**config.mk**
```make
export PLATFORM = sky130hd
export DESIGN_NAME = cfg_master
export DESIGN_NICKNAME = d
export VERILOG_FILES = /design/src/rtl/cfg_master.sv
export SDC_FILE = /design/constraint.sdc
export NUM_CORES = 1
export LEC_CHECK = 0
export ABC_AREA = 1
export BUFFER_PORTS_ARGS = -buffer_cell sky130_fd_sc_hd__buf_2
export CELL_PAD_IN_SITES_DETAIL_PLACEMENT = 0
export CELL_PAD_IN_SITES_GLOBAL_PLACEMENT = 2
export CORE_MARGIN = 5
export CORE_UTILIZATION = 25
export DETAILED_ROUTE_END_ITERATION = 8
export PLACE_DENSITY = 0.81
export SETUP_SLACK_MARGIN = 0.5
export SLEW_MARGIN = 20
export SYNTH_ARGS = -nofsm -noshare
export SYNTH_HDL_FRONTEND = slang
export SYNTH_SLANG_ARGS = --single-unit
```
**constraint.sdc**
```tcl
create_clock -name clk_i -period 1.65 [get_ports clk_i]
set_clock_uncertainty 0.1 [all_clocks]
set_input_delay 0.33 -clock clk_i [delete_from_list [all_inputs] [get_ports clk_i]]
set_output_delay 0.33 -clock clk_i [all_outputs]
set_load 0.03 [all_outputs]
```
**src/rtl/cfg_master.sv**
```systemverilog
// cfg_master: initiator for the configuration-register message bus.
// Takes one host command at a time, issues it to the register chain, waits
// for the response from the addressed register (or times out), and returns
// {err, wr, data} to the host.
//
// Messages are {addr, wr, payload}: addr in the MSBs, wr at bit PAYLOAD_SIZE,
// payload in the LSBs.
//
// Ports:
//   clk_i, reset_i           clock, synchronous active-high reset
//   cmd_val_i/cmd_rdy_o      host command handshake, cmd_msg_i
//   req_val_o/req_rdy_i      request to the chain, req_msg_o
//   rsp_val_i/rsp_rdy_o      response from the chain, rsp_msg_i
//   resp_val_o/resp_rdy_i    result to the host, resp_msg_o = {err, wr, data}
module cfg_master #(
  parameter int ADDR_SIZE    = 4,
  parameter int PAYLOAD_SIZE = 8,
  parameter int TIMEOUT      = 15
) (
  input  logic                               clk_i,
  input  logic                               reset_i,
  input  logic                               cmd_val_i,
  output logic                               cmd_rdy_o,
  input  logic [ADDR_SIZE+PAYLOAD_SIZE:0]    cmd_msg_i,
  output logic                               req_val_o,
  input  logic                               req_rdy_i,
  output logic [ADDR_SIZE+PAYLOAD_SIZE:0]    req_msg_o,
  input  logic                               rsp_val_i,
  output logic                               rsp_rdy_o,
  input  logic [ADDR_SIZE+PAYLOAD_SIZE:0]    rsp_msg_i,
  output logic                               resp_val_o,
  input  logic                               resp_rdy_i,
  output logic [PAYLOAD_SIZE+1:0]            resp_msg_o
);

  localparam int M  = ADDR_SIZE + PAYLOAD_SIZE + 1;
  localparam int CW = $clog2(TIMEOUT + 1);
  localparam logic [CW-1:0] CNT_LAST = CW'(TIMEOUT - 1);
  localparam logic [CW-1:0] CNT_MAX  = {CW{1'b1}};

  typedef enum logic [1:0] {IDLE, ISSUE, WAIT, REPLY} state_e;

  state_e                  state_q, state_d;
  logic [M-1:0]            cur_q;
  logic [CW-1:0]           cnt_q;
  logic                    err_q;
  logic [PAYLOAD_SIZE-1:0] data_q;

  logic [ADDR_SIZE-1:0]    cur_addr, rsp_addr;
  logic                    cur_wr;
  logic                    rsp_match;
  logic                    timed_out;

  assign cur_addr  = cur_q[M-1 -: ADDR_SIZE];
  assign cur_wr    = cur_q[PAYLOAD_SIZE];
  assign rsp_addr  = rsp_msg_i[M-1 -: ADDR_SIZE];
  assign rsp_match = (state_q == WAIT) && rsp_val_i && (rsp_addr == cur_addr);
  // Timeout fires only in the last counted cycle and only without a match.
  assign timed_out = (state_q == WAIT) && !rsp_match && (cnt_q == CNT_LAST);

  // The echoed wr bit of a response carries no information we need.
  logic rsp_wr_unused;
  assign rsp_wr_unused = rsp_msg_i[PAYLOAD_SIZE];

  // State register
  always_ff @(posedge clk_i) begin
    if (reset_i) state_q <= IDLE;
    else         state_q <= state_d;
  end

  // Next-state logic
  always_comb begin
    state_d = state_q;
    unique case (state_q)
      IDLE:    if (cmd_val_i)              state_d = ISSUE;
      ISSUE:   if (req_rdy_i)              state_d = WAIT;
      WAIT:    if (rsp_match || timed_out) state_d = REPLY;
      REPLY:   if (resp_rdy_i)             state_d = IDLE;
      default:                             state_d = IDLE;
    endcase
  end

  // Outputs: decoded from state and registered transaction fields only.
  always_comb begin
    cmd_rdy_o  = (state_q == IDLE);
    req_val_o  = (state_q == ISSUE);
    rsp_rdy_o  = (state_q == WAIT);
    resp_val_o = (state_q == REPLY);
    req_msg_o  = '0;
    resp_msg_o = '0;
    if (state_q == ISSUE)
      // Reads carry a zero payload on the bus.
      req_msg_o = {cur_addr, cur_wr, cur_wr ? cur_q[PAYLOAD_SIZE-1:0] : {PAYLOAD_SIZE{1'b0}}};
    if (state_q == REPLY)
      resp_msg_o = {err_q, cur_wr, data_q};
  end

  // Transaction datapath
  always_ff @(posedge clk_i) begin
    if (reset_i) begin
      cur_q  <= '0;
      cnt_q  <= '0;
      err_q  <= 1'b0;
      data_q <= '0;
    end else begin
      unique case (state_q)
        IDLE:  if (cmd_val_i) cur_q <= cmd_msg_i;
        ISSUE: if (req_rdy_i) cnt_q <= '0;
        WAIT: begin
          if (rsp_match) begin
            err_q  <= 1'b0;
            data_q <= rsp_msg_i[PAYLOAD_SIZE-1:0];
          end else if (timed_out) begin
            err_q  <= 1'b1;
            data_q <= '0;
          end
          // Saturating count; non-matching responses do not stop it.
          if (cnt_q != CNT_MAX) cnt_q <= cnt_q + 1'b1;
        end
        default: ;
      endcase
    end
  end

endmodule

```
# Word level (Yosys, flattened, before mapping)
# Index checks and enable logic that the tools add are counted.
[classes]
addsub = 1
n_eq_ne = 11
muxes = 15
n_reduce_logical = 13
[op_table]
columns = ["op", "n"]
rows = [
  ["8-bit two-way mux", 3],
  ["13-bit two-way mux", 1],
  ["10-bit two-way mux", 1],
  ["2-bit two-way mux", 4],
  ["4-bit two-way mux", 2],
  ["2-bit by 1-bit != test with 1-bit output (second input constant)", 4],
  ["2-bit case mux with 4 select lines", 1],
  ["4-bit case mux with 2 select lines", 1],
  ["4-bit by 1-bit adder with 4-bit output (second input constant)", 1],
  ["2-bit == test (second input constant)", 2],
  ["4-bit == test", 1],
  ["4-bit == test (second input constant)", 1],
  ["1-bit logical AND", 4],
  ["4-bit != test (second input constant)", 1],
  ["2-bit AND reduction", 2],
  ["4-bit AND reduction", 1],
  ["2-bit nonzero test", 2],
  ["3-bit AND reduction", 1],
  ["2-bit by 1-bit == test with 1-bit output (second input constant)", 1],
  ["2-bit logical NOT", 1],
  ["1-bit two-way mux", 2],
  ["2-bit != test (second input constant)", 1],
  ["1-bit logical NOT", 1],
  ["1-bit logical OR", 1],
]
[word_totals]
ff_bits = 28
in_bits = 32
out_inout_bits = 27
wordCells = 45

# Longest topological paths before layout
[depth]
word_depth = 9
ltp_mapped = 11
mapped_depth_nobuf = 10

# Worst setup path after synthesis
# No wires, ideal clock.
[synth_path]
kind = "reg-to-output"
start = "register state_q[1]"
end = "output req_msg_o[0]"
t_arrival_ps = 1496
t_required_ps = 1220
slack_ps = -276
path_stages_with_launch = 6
n_path_buf = 1
cell_sequence = "dfxtp_1 -> inv_1 -> ha_1 -> buf_6 -> nand2_1 -> nor2_1"
[synth_via]
elab_chain_len = 2
[synth_lines]
columns = ["item", "line", "text"]
rows = [
  ["start: declaration", "43", "state_e state_q, state_d;"],
  ["start signal: assignment", "68", "else state_q <= state_d;"],
  ["2-bit by 1-bit == test with 1-bit output", "-", ""],
  ["via req_val_o", "25", "output logic req_val_o,"],
  ["13-bit two-way mux", "91", "if (state_q == ISSUE)"],
  ["end: declaration", "27", "output logic [ADDR_SIZE+PAYLOAD_SIZE:0] req_msg_o,"],
]
# The timed path passes the listed nets, and every way through them passes these cells.

# Worst setup path in the final report
[layout_path]
start = "register state_q[1]"
end = "output req_msg_o[11]"
[layout_via]
elab_chain_len = 2
[layout_lines]
columns = ["item", "line"]
rows = [
  ["2-bit by 1-bit == test with 1-bit output", "91"],
  ["13-bit two-way mux", "91"],
]
# No other way between the ends.

==> results.sh <==
export IMPL_result_of_the_run="finished with violations"
export IMPL_failed_checks="negative setup slack"
export IMPL_most_common_layout_cells="31 x sky130_fd_sc_hd__buf_6, 30 x sky130_fd_sc_hd__buf_2, 25 x sky130_fd_sc_hd__dfxtp_1"
export IMPL_criticalPathCategory="register to output pin"
export IMPL_worstSetupStartpointType="register"
export IMPL_port_buffers=57
export IMPL_tritoncts="done"
export IMPL_placeableCoreArea_um2=5960
export IMPL_largest_family_of_logic_cells_by_synthesized_area="simple AND/OR/NAND/NOR gates"
export IMPL_reg2reg_depth=9
export IMPL_grt_first_pass_wirelength_mm=7.20
export IMPL_power_switching_mw=1.32
export IMPL_min_delay_path_class="primary input to register"
export IMPL_worstSetupEndpointType="output pin"
export IMPL_cts_reportedPaths_clkPinSlew_ns=0.09
export IMPL_setup_worst_path_start="state_q[1]"
export IMPL_fin_nets=331
export IMPL_worstSkewPairLatency_ns=0.27
export IMPL_leakagePower_nw=1.33
export IMPL_post_route_period_util=1.04
export IMPL_final_layout_fill_cell_count=583
export IMPL_antenna_violating_nets_left=0
export IMPL_cts_buffers_inserted=3
export IMPL_grt_antenna_before_repair=0
export IMPL_cts_max_level=1
export IMPL_vdd_ir_drop_worst_v=0.000905
export IMPL_worstReg2RegStart="state_q[0]"
export IMPL_internal_power_mw=1.87
export IMPL_number_of_instances_in_the_synthesized_netlist=213
export IMPL_grt_remaining_overflow=0
export IMPL_synthSimpleGateAreaFrac=0.254
export IMPL_max_cap_violations=0
export IMPL_detailedRoute_firstPassIterationCount=2
export IMPL_synth_sequential_area_ratio=0.364
export IMPL_synth_compound_area_share=0.184
export IMPL_drt_drc_violations_left=0
export IMPL_first_global_vias=1528
export IMPL_post_route_cells_drive_above_1_share=0.691
export IMPL_synth_adder_area_share=0.0487
export IMPL_final_critical_path_setup_slack_ns=-0.0693
export IMPL_synth_top_area_frac=0.364
export IMPL_final_max_slew_viol_count=0
export IMPL_crit_path_max_incr_delay_ns=0.37
export IMPL_global_route_usage_total=0.118
export IMPL_post_layout_cell_count=366
export IMPL_worstSetupEndpoint="req_msg_o[11]"
export IMPL_min_period_ns=1.72
export IMPL_synthesis_nets=251
export IMPL_ffs_latches_synth=28
export IMPL_avgRoutedWirePerCell_um=12.5
export IMPL_area_growth_pct=98.1
export IMPL_pin_count_of_the_biggest_net_entering_global_routing=19
export IMPL_antenna_cells=0
export IMPL_power_share_switching=0.414
export IMPL_yosys_warnings=0
export IMPL_share_clk_of_total_power=0.117
export IMPL_rows=28
export IMPL_r2r_end="data_q[4]"
export IMPL_critical_path_cell_chain="inv_4, ha_4, buf_12, nand2_4, inv_2, buf_6"
export IMPL_cp_data_required_time_ns=1.22
export IMPL_ctsHoldBuffers=0
export IMPL_place_inst=341
export IMPL_dr_first_iter_drc_count=32
export IMPL_dominant_cell_type_by_area_after_synthesis="sky130_fd_sc_hd__dfxtp_1"
export IMPL_die_area_um2=7830
export IMPL_max_slew_worst_pin_slew_ns=0.514
export IMPL_critical_path_slowest_cell="sky130_fd_sc_hd__dfxtp_4"
export IMPL_setup_viol=21
export IMPL_share_seq_of_total_power=0.293
export IMPL_synth_xor_area_share=0
export IMPL_synth_distinct_cells=27
export IMPL_drt_vias_per_instance=4.40
export IMPL_unrepaired_setup_endpoints_after_global_routing="yes"
export IMPL_post_synth_mux_area_share=0
export IMPL_cell_types_occupying_the_most_area_after_synthesis="sky130_fd_sc_hd__dfxtp_1 36%, sky130_fd_sc_hd__inv_1 9.5%, sky130_fd_sc_hd__nand2_1 7.8%, sky130_fd_sc_hd__a21oi_2 5.1%, sky130_fd_sc_hd__ha_1 4.9%"
export IMPL_dieHeight_um=88.5
export IMPL_finalHoldViolations=0
export IMPL_max_slew_margin_rel=0.657
export IMPL_ctsRootBufferMaster="sky130_fd_sc_hd__clkbuf_8"
export IMPL_clock_tree_buffer_depth=2
export IMPL_maximum_operating_frequency_ghz=0.582
export IMPL_vias=1611
export IMPL_floorplan_die_width_um=88.5
export IMPL_comb_power_share=0.590
export IMPL_worst_path_max_fanout=4
export IMPL_layout_cells_most_common="sky130_fd_sc_hd__buf_6"
export IMPL_clock_sinks=28
export IMPL_post_synth_instance_area_um2=1540
export IMPL_drt_wl_total_mm=4.57
export IMPL_postSynthAreaPerCell_um2=7.23
export IMPL_power_density_nw_per_um2=1040
export IMPL_gp_routability_congestion=0.722
export IMPL_placement_setup_worst_slack_ns=0.118
export IMPL_critical_path_arrival_ns=1.29
export IMPL_r2r_setup_slack_ns=0.07
export IMPL_floorplan_io_pins=59
export IMPL_dp_hpwl_mm=2.93
export IMPL_start_util=0.259
==> synth_stat cells <==
cell / count
sky130_fd_sc_hd__buf_4: 1
sky130_fd_sc_hd__ha_1: 6
sky130_fd_sc_hd__nand2_2: 9
sky130_fd_sc_hd__nand2_4: 1
sky130_fd_sc_hd__nand2_1: 32
sky130_fd_sc_hd__nor2_4: 1
sky130_fd_sc_hd__buf_6: 2
sky130_fd_sc_hd__clkinv_1: 1
sky130_fd_sc_hd__o21ai_1: 14
sky130_fd_sc_hd__nor2_1: 20
sky130_fd_sc_hd__nand3_1: 11
sky130_fd_sc_hd__o31ai_1: 1
sky130_fd_sc_hd__a31oi_1: 1
sky130_fd_sc_hd__inv_1: 39
sky130_fd_sc_hd__nand3_2: 4
sky130_fd_sc_hd__a21oi_1: 14
sky130_fd_sc_hd__nor3_1: 2
sky130_fd_sc_hd__o21ai_0: 3
sky130_fd_sc_hd__nor2_2: 2
sky130_fd_sc_hd__clkinv_8: 1
sky130_fd_sc_hd__buf_2: 2
sky130_fd_sc_hd__o21bai_4: 1
sky130_fd_sc_hd__o21ai_2: 2
sky130_fd_sc_hd__inv_2: 4
sky130_fd_sc_hd__clkbuf_1: 2
sky130_fd_sc_hd__dfxtp_1: 28
sky130_fd_sc_hd__a21oi_2: 9
==> sequential cells by signal, summed over array words and instances, names as in the netlist <==
name and cells:
state_q 2, cnt_q 4, data_q 8, err_q 1, cur_q 13
==> stage by stage <==
stage / setup TNS, ns / total power [mW] / instance area (µm²) / util / hold slack, ns
2_1_floorplan: 0 / 1.80 / 1860 / - / 0.348
3_5_place_dp: 0 / 2.03 / 2220 / 0.372 / 0.380
4_1_cts: -1.18 / 2.93 / 2770 / 0.465 / 0.181
5_1_grt: -2.26 / 3.41 / 3050 / 0.512 / 0.181
6_report: -0.883 / 3.19 / 3050 / 0.512 / 0.189
3_3_place_gp: 0 / 2.02 / 2220 / 0.372 / 0.377
==> final cells by class <==
class	instances	area, µm²	share of cell area
inverters	45	240	0.0787
repair buffers	80	779	0.255
repair inverters	1	16.3	0.00533
multi-input cells	134	1310	0.430
clock buffers	3	41.3	0.0135
flip-flops and latches	28	569	0.187
well taps	75	93.8	0.0308
==> routing by layer <==
layer  track usage  vias up  routed length (µm)
li1              -      828                   -
met1         0.152      749                1980
met2         0.199       30                2340
met3        0.0205        4                 207
met4        0.0371        0                  41
met5             0        -                   0
==> power by group through the flow <==
stage,Combinational (mW),Clock (mW),Sequential (mW)
after global routing,2.04,0.417,0.953
after CTS,1.61,0.392,0.929
after detailed placement,1.09,0,0.938
after floorplan,0.882,0,0.923
final,1.88,0.372,0.936
after global placement,1.08,0,0.936
==> worst max-delay path: cells and delay by family (launching register included) <==
family | cells | cell delay (ns)
buffers and inverters | 4 | 0.38
flip-flops | 1 | 0.37
adder cells (fa/ha/maj) | 1 | 0.22
AND/OR/NAND/NOR | 1 | 0.05
==> worst min path at each step <==
stage,cells after the start,start,end
after floorplan,2,rsp_msg_i[0],data_q[0]
after global placement,2,cur_q[10],cur_q[10]
after detailed placement,2,cur_q[10],cur_q[10]
after CTS,3,rsp_msg_i[0],data_q[0]
after global routing,3,rsp_msg_i[0],data_q[0]
final,3,rsp_msg_i[0],data_q[0]
==> kinds of logic (layout without fill, tap and decap cells) <==
group | Yosys count | after routing
adder cells (fa/ha/maj) | 6 | 6
AO/OA/AOI/OAI | 45 | 45
AND/OR/NAND/NOR | 82 | 83
flip-flops | 28 | 28
buffers and inverters | 52 | 129
==> what timing repair did <==
item                                    CTS  global route
endpoints found under the setup margin   55            55
hold endpoints to repair                  0             0
setup buffers                            10             7
gates cloned                              3             2
resized for setup                        99            39
pin swaps                                15             8
No activity file was read; power rests on OpenSTA's default activity.
